### src/rtl/axi_hp_resp_pkg.sv
// Shared types and helpers for the AXI3 HP write responder.
// Queue entries carry the burst ID and either the burst length or the response code.
package axi_hp_resp_pkg;

  localparam int AXI_ID_W = 6;

  localparam logic [1:0] RESP_OKAY   = 2'b00;
  localparam logic [1:0] RESP_SLVERR = 2'b10;

  typedef struct packed {
    logic [AXI_ID_W-1:0] id;
    logic [3:0]          len;
  } aw_entry_t;

  typedef struct packed {
    logic [AXI_ID_W-1:0] id;
    logic [1:0]          resp;
  } b_entry_t;

  function automatic logic [3:0] popcount8(input logic [7:0] v);
    logic [3:0] n;
    n = '0;
    for (int i = 0; i < 8; i++) begin
      n += {3'b000, v[i]};
    end
    return n;
  endfunction

endpackage

### src/rtl/sync_fifo_ff.sv
// Register-based synchronous FIFO with a zero-latency head and
// look-ahead full/empty flags (state after this cycle's push/pop).
module sync_fifo_ff #(
  parameter int WIDTH = 8,
  parameter int DEPTH = 4
) (
  input  logic             clk,
  input  logic             rst,
  input  logic             push,
  input  logic [WIDTH-1:0] push_data,
  input  logic             pop,
  output logic [WIDTH-1:0] head,
  output logic             full,
  output logic             empty,
  output logic             full_next,
  output logic             empty_next
);

  localparam int               PTR_W      = $clog2(DEPTH);
  localparam logic [PTR_W:0]   FULL_COUNT = (PTR_W + 1)'(DEPTH);

  logic [WIDTH-1:0] mem [DEPTH];
  logic [PTR_W-1:0] wr_ptr;
  logic [PTR_W-1:0] rd_ptr;
  logic [PTR_W:0]   count;
  logic [PTR_W:0]   count_next;
  logic             do_push;
  logic             do_pop;

  assign do_push = push & ~full;
  assign do_pop  = pop & ~empty;
  assign full    = (count == FULL_COUNT);
  assign empty   = (count == '0);

  // NOTE: every always_comb output gets a default first so no path can infer a latch.
  always_comb begin
    count_next = count;
    case ({do_push, do_pop})
      2'b10:   count_next = count + 1'b1;
      2'b01:   count_next = count - 1'b1;
      default: count_next = count;
    endcase
  end

  assign full_next  = (count_next == FULL_COUNT);
  assign empty_next = (count_next == '0);

  // NOTE: sequential state uses non-blocking assignments so all flops update from pre-edge values.
  always_ff @(posedge clk or posedge rst) begin
    if (rst) begin
      wr_ptr <= '0;
      rd_ptr <= '0;
      count  <= '0;
    end else begin
      if (do_push) wr_ptr <= wr_ptr + 1'b1;
      if (do_pop)  rd_ptr <= rd_ptr + 1'b1;
      count <= count_next;
    end
  end

  // NOTE: storage is left unreset; pointers and count alone decide which slots hold valid data.
  always_ff @(posedge clk) begin
    if (do_push) mem[wr_ptr] <= push_data;
  end

  assign head = mem[rd_ptr];

endmodule

### src/rtl/axi_hp_wr_responder.sv
// AXI3 write-channel responder for the HP port: framing check, B responses,
// pattern-driven backpressure and traffic counters.
module axi_hp_wr_responder
  import axi_hp_resp_pkg::*;
#(
  parameter int ID_W     = AXI_ID_W,
  parameter int DATA_W   = 64,
  parameter int AW_DEPTH = 4,
  parameter int B_DEPTH  = 4
) (
  input  logic                clk,
  input  logic                rst,
  input  logic                awvalid,
  output logic                awready,
  input  logic [ID_W-1:0]     awid,
  input  logic [3:0]          awlen,
  input  logic                wvalid,
  output logic                wready,
  input  logic [ID_W-1:0]     wid,
  input  logic [DATA_W-1:0]   wdata,
  input  logic [DATA_W/8-1:0] wstrb,
  input  logic                wlast,
  output logic                bvalid,
  input  logic                bready,
  output logic [ID_W-1:0]     bid,
  output logic [1:0]          bresp,
  input  logic [7:0]          aw_pattern,
  input  logic [7:0]          w_pattern,
  input  logic                clr,
  output logic [31:0]         burst_cnt,
  output logic [31:0]         beat_cnt,
  output logic [31:0]         byte_cnt,
  output logic [15:0]         err_cnt
);

  localparam int STRB_W = DATA_W / 8;

  logic [2:0]  ph;
  logic [2:0]  ph_next;
  aw_entry_t   aw_push_entry;
  aw_entry_t   aw_head;
  b_entry_t    b_push_entry;
  b_entry_t    b_head;
  logic        aw_push;
  logic        aw_full_next;
  logic        aw_empty_next;
  logic        b_push;
  logic        b_pop;
  logic        b_empty;
  logic        b_full_next;
  logic        w_beat;
  logic        at_len;
  logic        beat_err;
  logic        burst_err;
  logic        burst_end;
  logic [3:0]  bi;
  logic        err_acc;
  logic [31:0] strb_ones;
  logic        unused_aw_full;
  logic        unused_aw_empty;
  logic        unused_b_full;
  logic        unused_b_empty_next;
  logic        unused_wdata;

  assign unused_wdata = ^wdata;
  assign ph_next      = ph + 3'd1;

  assign aw_push       = awvalid & awready;
  assign aw_push_entry = '{id: AXI_ID_W'(awid), len: awlen};

  assign w_beat    = wvalid & wready;
  assign at_len    = (bi == aw_head.len);
  // A mismatch between wlast and the length-derived last beat covers both early and missing last.
  assign beat_err  = (AXI_ID_W'(wid) != aw_head.id) | (wlast ^ at_len);
  assign burst_end = w_beat & (wlast | at_len);
  assign burst_err = err_acc | beat_err;

  assign b_push       = burst_end;
  assign b_push_entry = '{id: aw_head.id, resp: burst_err ? RESP_SLVERR : RESP_OKAY};
  assign b_pop        = bvalid & bready;

  sync_fifo_ff #(
    .WIDTH ($bits(aw_entry_t)),
    .DEPTH (AW_DEPTH)
  ) u_aw_fifo (
    .clk        (clk),
    .rst        (rst),
    .push       (aw_push),
    .push_data  (aw_push_entry),
    .pop        (burst_end),
    .head       (aw_head),
    .full       (unused_aw_full),
    .empty      (unused_aw_empty),
    .full_next  (aw_full_next),
    .empty_next (aw_empty_next)
  );

  sync_fifo_ff #(
    .WIDTH ($bits(b_entry_t)),
    .DEPTH (B_DEPTH)
  ) u_b_fifo (
    .clk        (clk),
    .rst        (rst),
    .push       (b_push),
    .push_data  (b_push_entry),
    .pop        (b_pop),
    .head       (b_head),
    .full       (unused_b_full),
    .empty      (b_empty),
    .full_next  (b_full_next),
    .empty_next (unused_b_empty_next)
  );

  assign bvalid = ~b_empty;
  assign bid    = b_empty ? '0 : ID_W'(b_head.id);
  assign bresp  = b_empty ? RESP_OKAY : b_head.resp;

  // Readies are registered from next-cycle queue state, so W waits at least one cycle after AW.
  always_ff @(posedge clk or posedge rst) begin
    if (rst) begin
      ph      <= '0;
      awready <= 1'b0;
      wready  <= 1'b0;
    end else begin
      ph      <= ph_next;
      awready <= ~aw_full_next & aw_pattern[ph_next];
      wready  <= ~aw_empty_next & ~b_full_next & w_pattern[ph_next];
    end
  end

  always_ff @(posedge clk or posedge rst) begin
    if (rst) begin
      bi      <= '0;
      err_acc <= 1'b0;
    end else if (w_beat) begin
      if (burst_end) begin
        bi      <= '0;
        err_acc <= 1'b0;
      end else begin
        bi      <= bi + 4'd1;
        err_acc <= burst_err;
      end
    end
  end

  always_comb begin
    strb_ones = '0;
    for (int i = 0; i < STRB_W / 8; i++) begin
      strb_ones += 32'(popcount8(wstrb[i*8 +: 8]));
    end
  end

  always_ff @(posedge clk or posedge rst) begin
    if (rst) begin
      burst_cnt <= '0;
      beat_cnt  <= '0;
      byte_cnt  <= '0;
      err_cnt   <= '0;
    end else if (clr) begin
      burst_cnt <= '0;
      beat_cnt  <= '0;
      byte_cnt  <= '0;
      err_cnt   <= '0;
    end else begin
      if (w_beat) begin
        beat_cnt <= beat_cnt + 32'd1;
        byte_cnt <= byte_cnt + strb_ones;
      end
      if (burst_end) begin
        burst_cnt <= burst_cnt + 32'd1;
        if (burst_err) err_cnt <= err_cnt + 16'd1;
      end
    end
  end

endmodule
### config.mk
export PLATFORM = sky130hd
export DESIGN_NAME = axi_hp_wr_responder
export DESIGN_NICKNAME = d
export VERILOG_FILES = /design/src/rtl/axi_hp_resp_pkg.sv /design/src/rtl/sync_fifo_ff.sv /design/src/rtl/axi_hp_wr_responder.sv
export SDC_FILE = /design/constraint.sdc
export NUM_CORES = 1
export LEC_CHECK = 0
export ABC_AREA = 1
export CAP_MARGIN = 20
export CORE_MARGIN = 5
export CORE_UTILIZATION = 47
export CTS_CLUSTER_DIAMETER = 50
export DETAILED_ROUTE_END_ITERATION = 12
export PLACE_DENSITY = 0.77
export SYNTH_ARGS = -nofsm -noshare
export SYNTH_HDL_FRONTEND = slang
export SYNTH_SLANG_ARGS = --single-unit
### constraint.sdc
create_clock -name clk -period 4.91 [get_ports clk]
set_input_delay 0.982 -clock clk [delete_from_list [all_inputs] [get_ports clk]]
set_output_delay 0.982 -clock clk [all_outputs]
set_load 0.1 [all_outputs]
==> results.yml, run 1 <==
clocking:
  clk_latency_ps: 530
  cts_num_sinks: 204
  cts_resized: 0
  root_buffer: "clkbuf_16"
  cts_tree: "done"
  clk_pin_slew_ps: 60
  clk_path_buf_depth: 3
  postCtsSetupBuffers: 0
  ctsHoldBuffers: 0
  htreeDepth: 1
  cts_inserted_buffers: 28
sta:
  setup_tns_ps: 0
  setup_violations: 0
  slew_headroom_pct: 29.2
  tightest_slew_ps: 1060
  period_minus_slack_ps: 4340
  whs_ps: 489
  fmax_ghz: 0.230
  final-max-slew-violation-count: 0
  setup_ws_ps: 570
  finalCritPeriodShare_pct: 88.4
  finClkSkew_ps: 10.1
  hold_viol: 0
  rsz0062_at_grt: "no"
finish:
  layoutNonFillerInstCount: 1878
  nets: 1677
  area_growth_pct: 26.9
  drive_above_1_share_pct: 5.71
  antennaDiodeCount: 0
worst_setup_path:
  cp.required_ps: 5320
  arrival_ps: 4750
  path_class: "in -> reg"
  path_max_fanout: 5
  cp_slowest_cell: "fa_1"
  critPathMaxStageDelay_ps: 540
  endpoint_kind: "flip-flop"
  start_kind: "input pin"
  crit_chain: "clkdlybuf4s50_1, fa_1, inv_1, fa_1, fa_1, fa_1, inv_1, fa_1, nand3_1, nand2_1, nand2_1, nor2_1, nand3_1, nand3b_1, o21ai_0, nor2_1"
  crit_path_frequent_cell: "fa_1"
min_path:
  hp-class: "reg -> reg"
global_routing:
  grt_max_degree: 88
  grt_busiest_layer: "met2"
  grt_pass1_vias: 9387
  antenna_found_initial: 0
  grt_pass1_wl_um: 46800
  use_met2_pct: 35.0
  grt.overflow.total: 0
  grt_use_total_pct: 21.2
  grtUsageMet1_pct: 28.7
  gr-usage-met3_pct: 4.72
flow_run:
  drv_cap: 0
die:
  fp.dieH_um: 164
  ios: 234
  initial_core_util_pct: 47.5
  die_x_um: 164
  rows: 56
  core_area_um2: 23300
  fp.dieArea_um2: 26700
placement:
  dp_cells: 1826
  place.gp.congestion: 0.950
  dp_hpwl_um: 20300
  place_ws_ps: 83.2
  port-buffer-count: 168
status:
  status: "completed"
detailed_routing:
  vias: 9792
  drtPass1Iterations: 5
  wire_per_inst_um: 15.2
  dr.first_iter.drc_count: 747
  drc: 0
  via_per_inst: 5.21
  final_antenna_net_count: 0
  wl_um: 28600
logic_synthesis:
  synth_most_common_cell: "nand2_1"
  synth_top_cell_by_area: "dfrtp_1"
  synth.distinct_cells: 49
  synth_area_leaders: "dfrtp_1, edfxtp_1, nand2_1"
  yosys_warnings: 0
  syn_inst: 1362
  synth_top_cell_area_share_pct: 30.7
  synth-seq-cells: 204
  synth_common_cells: "nand2_1, inv_1, nor2_1"
  yosysSeqAreaShare_pct: 49.2
  syn_area_um2: 11100
  syn_avg_cell_area_um2: 8.13
  synth_edf_count: 68
  async_reset_ff_share_pct: 66.7
  synthFlopType: "dfrtp_1"
  synth_fp_nets: 1502
power:
  power.density_nw_per_um2: 431
  vdd_ir_drop_max_v: 0.000369
  leakage_nw: 5.93
## state kept, by name (all words and copies together), names as in the netlist, 2 cells and up
register / flops
beat_cnt: 32
byte_cnt: 32
u_b_fifo.count: 3
burst_cnt: 32
u_aw_fifo.count: 3
err_cnt: 16
u_aw_fifo.rd_ptr: 2
u_aw_fifo.mem: 40
bi: 4
u_b_fifo.wr_ptr: 2
u_b_fifo.rd_ptr: 2
ph: 3
u_aw_fifo.wr_ptr: 2
u_b_fifo.mem: 28
## cell type report
| type | count | area [um2] |
|---|---|---|
| Fill cell | 2041 | 9270 |
| Sequential cell | 204 | 5450 |
| Multi-Input combinational cell | 936 | 4760 |
| Timing Repair Buffer | 179 | 1760 |
| Clock buffer | 32 | 737 |
| Inverter | 188 | 711 |
| Tap cell | 319 | 399 |
| Clock inverter | 20 | 244 |
## layout by cell type (no fill, tap or decap), drive strengths merged, types with 25 or more instances in the layout
| master | n |
|---|---|
| nand2 | 285 |
| edfxtp | 68 |
| a21oi | 64 |
| nor2 | 187 |
| nor3 | 48 |
| nand4 | 50 |
| dfrtp | 136 |
| clkdlybuf4s50 | 168 |
| o21ai | 95 |
| nand3 | 92 |
| inv | 191 |
| clkbuf | 32 |
| xor2 | 25 |
## per-layer routing
metal	up-vias	part of all wire [%]
met5	-	0
met4	0	2.3
met3	49	7.3
met2	322	46
met1	4569	44
li1	4852	-
## cell families (layout without fill, tap and decap cells)
kind of cell    count (synthesis)  in the layout  share of synthesized area, %
compound gates                190            190                          9.36
xor+xnor                       31             31                          2.45
fa+ha+maj                      29             29                          3.75
buf+inv                       222            419                          7.89
flops                         204            204                          49.2
other cells                     1              1                        0.0339
simple gates                  685            685                          27.4
## final timing paths
path | from | to | slack [ps] | cells past startpoint
hold reg to reg | err_acc | err_acc | 490 | 2
hold / removal | err_acc | err_acc | 490 | 2
setup / recovery | wstrb[0] | byte_cnt[24] | 570 | 16
min in group asynchronous | rst | burst_cnt[23] | 1010 | 2
max in group asynchronous | rst | burst_cnt[31] | 3010 | 3
setup reg to reg | u_aw_fifo.rd_ptr[1] | wready | 1010 | 19
## through the flow
step	cell area, um2	power (W)	util [%]
final	14100	0.00606	60.3
after global placement	13100	0.00394	56.0
after CTS	14100	0.00612	60.3
after detailed placement	13100	0.00400	56.0
after global routing	14100	0.00639	60.3
after floorplan	11100	0.00353	-
## power breakdown
group | switching, W | internal (W)
Sequential | 0.000148 | 0.00196
Clock | 0.000790 | 0.00131
Combinational | 0.00134 | 0.000508
Total | 0.00228 | 0.00378
## critical path: cells and delay by family
| kind | cells | cell delay [ps] |
|---|---|---|
| adders and majority gates | 5 | 2050 |
| and+or+nand+nor | 7 | 990 |
| buffers and inverters | 3 | 570 |
| AOI/OAI and AO/OA | 1 | 170 |
(Power assumes the default switching activity.)
==> run 2, diff against run 1 <==
Settings changed: CORE_UTILIZATION 47 to 52, PLACE_DENSITY 0.77 to 0.81.
Clock period 4.91 ns to 4.5 ns, I/O delays scaled along.
==> run 2 against run 1 <==
Against the previous run: clock-buffer cell count up 3; via count up 1.0%; first-iteration DRC count up 18%; register-to-register slack worse by 410 ps.
==> results.yml, run 2 (same netlist as run 1, synthesis figures left out) <==
detailed_routing:
  final_antenna_net_count: 0
  vias: 9893
  drtPass1Iterations: 6
  wire_per_inst_um: 15.2
  drc: 0
  via_per_inst: 5.38
  dr.first_iter.drc_count: 878
  wl_um: 28000
finish:
  drive_above_1_share_pct: 6.39
  area_growth_pct: 26.3
  final_common_cell: "nand2_1"
  nets: 1684
  antennaDiodeCount: 0
  largest_register_ffs: 40
  top_register: "u_aw_fifo.mem"
  most-common-layout-cells: "nand2_1, nor2_1, inv_1"
sta:
  setup_violations: 0
  fmax_ghz: 0.238
  setup_tns_ps: 0
  period_minus_slack_ps: 4200
  final-max-slew-violation-count: 0
  finalCritPeriodShare_pct: 93.4
  slew_headroom_pct: 28.5
  tightest_slew_ps: 1070
  setup_ws_ps: 296
  hold_viol: 0
  finClkSkew_ps: 14.1
  rsz0062_at_grt: "no"
min_path:
  hp-class: "reg -> reg"
status:
  status: "completed"
die:
  rows: 53
  fp.dieH_um: 156
  initial_core_util_pct: 52.7
  ios: 234
  die_x_um: 156
  fp.dieArea_um2: 24300
  core_area_um2: 21000
global_routing:
  grt_use_total_pct: 22.7
  grt_pass1_wl_um: 46000
  antenna_found_initial: 0
  grt_max_degree: 137
  grt.overflow.total: 0
  grt_pass1_vias: 9335
clocking:
  clk_path_buf_depth: 3
  clk_latency_ps: 520
  cts_resized: 0
  cts_tree: "done"
  root_buffer: "clkbuf_16"
  ctsHoldBuffers: 0
  postCtsSetupBuffers: 0
  clk_pin_slew_ps: 60
  htreeDepth: 1
  cts_num_sinks: 204
  cts_inserted_buffers: 26
flow_run:
  drv_cap: 0
worst_setup_path:
  path_class: "in -> reg"
  start_kind: "input pin"
  arrival_ps: 4650
  cp_slowest_cell: "fa_1"
  crit_chain: "clkdlybuf4s50_1, fa_1, inv_1, fa_1, fa_1, fa_1, inv_1, fa_1, nand3_1, nand2_1, nand2_1, buf_4, nor2_1, nand4_1, o21bai_1, nand2_1, a21oi_1"
  endpoint_kind: "flip-flop"
  critPathMaxStageDelay_ps: 540
  path_max_fanout: 4
  crit_path_frequent_cell: "fa_1"
  cp.required_ps: 4950
power:
  vdd_ir_drop_max_v: 0.000431
  power.density_nw_per_um2: 461
  leakage_nw: 5.95
  p_total_w: 0.00645
placement:
  port-buffer-count: 168
  place.gp.congestion: 0.934
  dp_hpwl_um: 19700
  place_ws_ps: -207
[run 2: cell types whose count changed in the layout (fill, tap and decap cells not counted), sizes merged]
cell and delta:
buf +13, bufinv -3, inv -2, clkbuf +3, clkinv -1, clkdlybuf4s50 -4, clkinvlp -1
[run 2: path summary, 6_finish.rpt]
check,end,slack (ps),cells past startpoint,start
min,err_acc,500,2,err_acc
min reg2reg,err_acc,500,2,err_acc
max,byte_cnt[22],300,17,wstrb[0]
max reg2reg,wready,600,19,u_aw_fifo.rd_ptr[1]
min in group asynchronous,u_b_fifo.rd_ptr[1],930,3,rst
max in group asynchronous,byte_cnt[6],3010,3,rst
[run 2: routing by layer]
layer	global-route usage (%)	wire [um]
met5	0	0
met4	5.84	595
met3	5.16	2280
met2	37.7	13400
met1	30.4	11700
[run 2: final cells by class]
class / count / area (um2)
fillers: 1676 / 7030
repair buffers: 188 / 1830
clock buffers: 35 / 777
clock inverters: 13 / 119
inverters: 188 / 709
well taps: 275 / 344
multi-input cells: 936 / 4760
flip-flops and latches: 204 / 5450
[run 2: per-stage QoR]
| stage | util [%] | hold slack (ps) | std cells | area (um2) |
|---|---|---|---|---|
| CTS | 66.5 | 487 | 1839 | 14000 |
| finish | 66.5 | 501 | 1839 | 14000 |
| floorplan | - | 441 | 1362 | 11100 |
| global route | 66.5 | 508 | 1839 | 14000 |
| global placement | 62.3 | 459 | 1791 | 13100 |
| detailed placement | 62.3 | 474 | 1791 | 13100 |
[run 2: where the power goes]
group          leakage [nW]  switching (W)  total [W]  internal (W)
logic                  3.06        0.00148    0.00205      0.000565
clock network         0.432       0.000823    0.00210       0.00128
registers              2.46       0.000156    0.00230       0.00214
[run 2: worst max-delay path: cells and delay by family]
kind,cells,cell delay [ps]
adder cells (fa/ha/maj),5,2040
AO/OA/AOI/OAI,2,340
buffers and inverters,4,710
AND/OR/NAND/NOR,6,670
==> run 3, diff against run 2 <==
Settings changed: CTS_CLUSTER_SIZE from default to 25.
==> run 3 against run 2 <==
Against the previous run: global-route usage increased by 0.22 points; first-iteration DRC count is 18% lower; maximum frequency fell by 0.31%.
==> results.yml, run 3 (same netlist as run 1, synthesis figures left out) <==
global_routing:
  grt_pass1_wl_um: 46500
  grt_use_total_pct: 22.9
  grt_max_degree: 137
  antenna_found_initial: 0
  grt_pass1_vias: 9431
  grt.overflow.total: 0
clocking:
  root_buffer: "clkbuf_16"
  postCtsSetupBuffers: 0
  cts_inserted_buffers: 25
  ctsHoldBuffers: 0
  cts_resized: 0
  htreeDepth: 1
  clk_pin_slew_ps: 70
  cts_num_sinks: 204
  cts_tree: "done"
  clk_path_buf_depth: 3
  clk_latency_ps: 510
finish:
  design_area_um2: 13900
  top_register: "u_aw_fifo.mem"
  final_util_pct: 66.2
  nets: 1683
  antennaDiodeCount: 0
  most-common-layout-cells: "nand2_1, nor2_1, inv_1"
  drive_above_1_share_pct: 6.21
  final_common_cell: "nand2_1"
  largest_register_ffs: 40
  area_growth_pct: 25.5
worst_setup_path:
  arrival_ps: 4650
  critical_path_buf_inv_count: 4
  cp_top_family: "adder cells"
  start_kind: "input pin"
  cp.required_ps: 4940
  cp_slowest_cell: "fa_1"
  endpoint_kind: "flip-flop"
  crit_path_frequent_cell: "fa_1"
  path_max_fanout: 4
  crit_chain: "clkdlybuf4s50_1, fa_1, inv_1, fa_1, fa_1, fa_1, inv_1, fa_1, nand3_1, nand2_1, nand2_1, buf_4, nor2_1, nand4_1, o21bai_1, nand2_1, a21oi_1"
  rr_startpoint: "u_aw_fifo.rd_ptr[1]"
  reg2reg_to: "wready"
  path_class: "in -> reg"
  reg2reg_depth: 19
  r2r_slack_ps: 570
  critPathMaxStageDelay_ps: 540
placement:
  place.gp.congestion: 0.934
  place_area_um2: 13100
  port-buffer-count: 168
  dp_hpwl_um: 19700
sta:
  rsz0062_at_grt: "no"
  period_minus_slack_ps: 4220
  finalCritPeriodShare_pct: 93.7
  slew_headroom_pct: 28.0
  fmax_ghz: 0.237
  tightest_slew_ps: 1080
  hold_viol: 0
  final-max-slew-violation-count: 0
  finClkSkew_ps: 14.1
  setup_violations: 0
detailed_routing:
  wire_per_inst_um: 15.3
  final_antenna_net_count: 0
  via_per_inst: 5.40
  dr.first_iter.drc_count: 720
  drc: 0
  drtPass1Iterations: 6
  wl_um: 28100
  vias: 9908
power:
  vdd_ir_drop_max_v: 0.000427
  power.density_nw_per_um2: 454
  leakage_nw: 5.92
die:
  fp.dieArea_um2: 24300
  initial_core_util_pct: 52.7
  die_x_um: 156
  rows: 53
  core_area_um2: 21000
  ios: 234
  fp.dieH_um: 156
flow_run:
  drv_cap: 0
min_path:
  hp-class: "reg -> reg"
  hold_end: "err_acc"
  min-delay-start: "err_acc"
  min_path_cells: 2
status:
  status: "completed"
## run 3: area by class of cell
type | instances | area [um2]
Inverter | 188 | 709
Fill cell | 1677 | 7120
Multi-Input combinational cell | 936 | 4760
Timing Repair Buffer | 188 | 1830
Clock inverter | 17 | 168
Clock buffer | 28 | 647
Sequential cell | 204 | 5450
Tap cell | 275 | 344
## run 3: per-stage QoR
step | setup WS [ps] | std cells | hold slack (ps) | total power, W | setup TNS (ps)
2_1_floorplan | 468 | 1362 | 441 | 0.00386 | 0
3_3_place_gp | -149 | 1791 | 459 | 0.00430 | -668
3_5_place_dp | -207 | 1791 | 474 | 0.00437 | -1230
4_1_cts | 303 | 1836 | 489 | 0.00636 | 0
5_1_grt | 94.5 | 1836 | 510 | 0.00666 | 0
6_report | 283 | 1836 | 490 | 0.00632 | 0
## run 3: worst min-delay path: cells and delay by family (launching register included)
family           cells  cell delay [ps]
DFF                  1              340
and+or+nand+nor      2              110
## run 3: worst max path at each step
stage | end | cells past startpoint | startpoint
final | byte_cnt[22] | 17 | wstrb[0]
after global routing | byte_cnt[22] | 17 | wstrb[0]
after CTS | byte_cnt[22] | 17 | wstrb[0]
after detailed placement | byte_cnt[22] | 17 | wstrb[0]
after global placement | byte_cnt[22] | 17 | wstrb[0]
after floorplan | byte_cnt[24] | 15 | wstrb[0]
## run 3: metal layers
metal | GRT usage, % | wire [um] | vias up
met3 | 4.85 | 2310 | 51
met4 | 6.38 | 713 | 0
met2 | 38.1 | 13400 | 354
met1 | 30.7 | 11600 | 4645
li1 | - | - | 4858
met5 | 0 | 0 | -
## run 3: where the power goes
group	internal (W)	switching, W
Combinational	0.000565	0.00148
Clock	0.00113	0.000846
Sequential	0.00214	0.000152
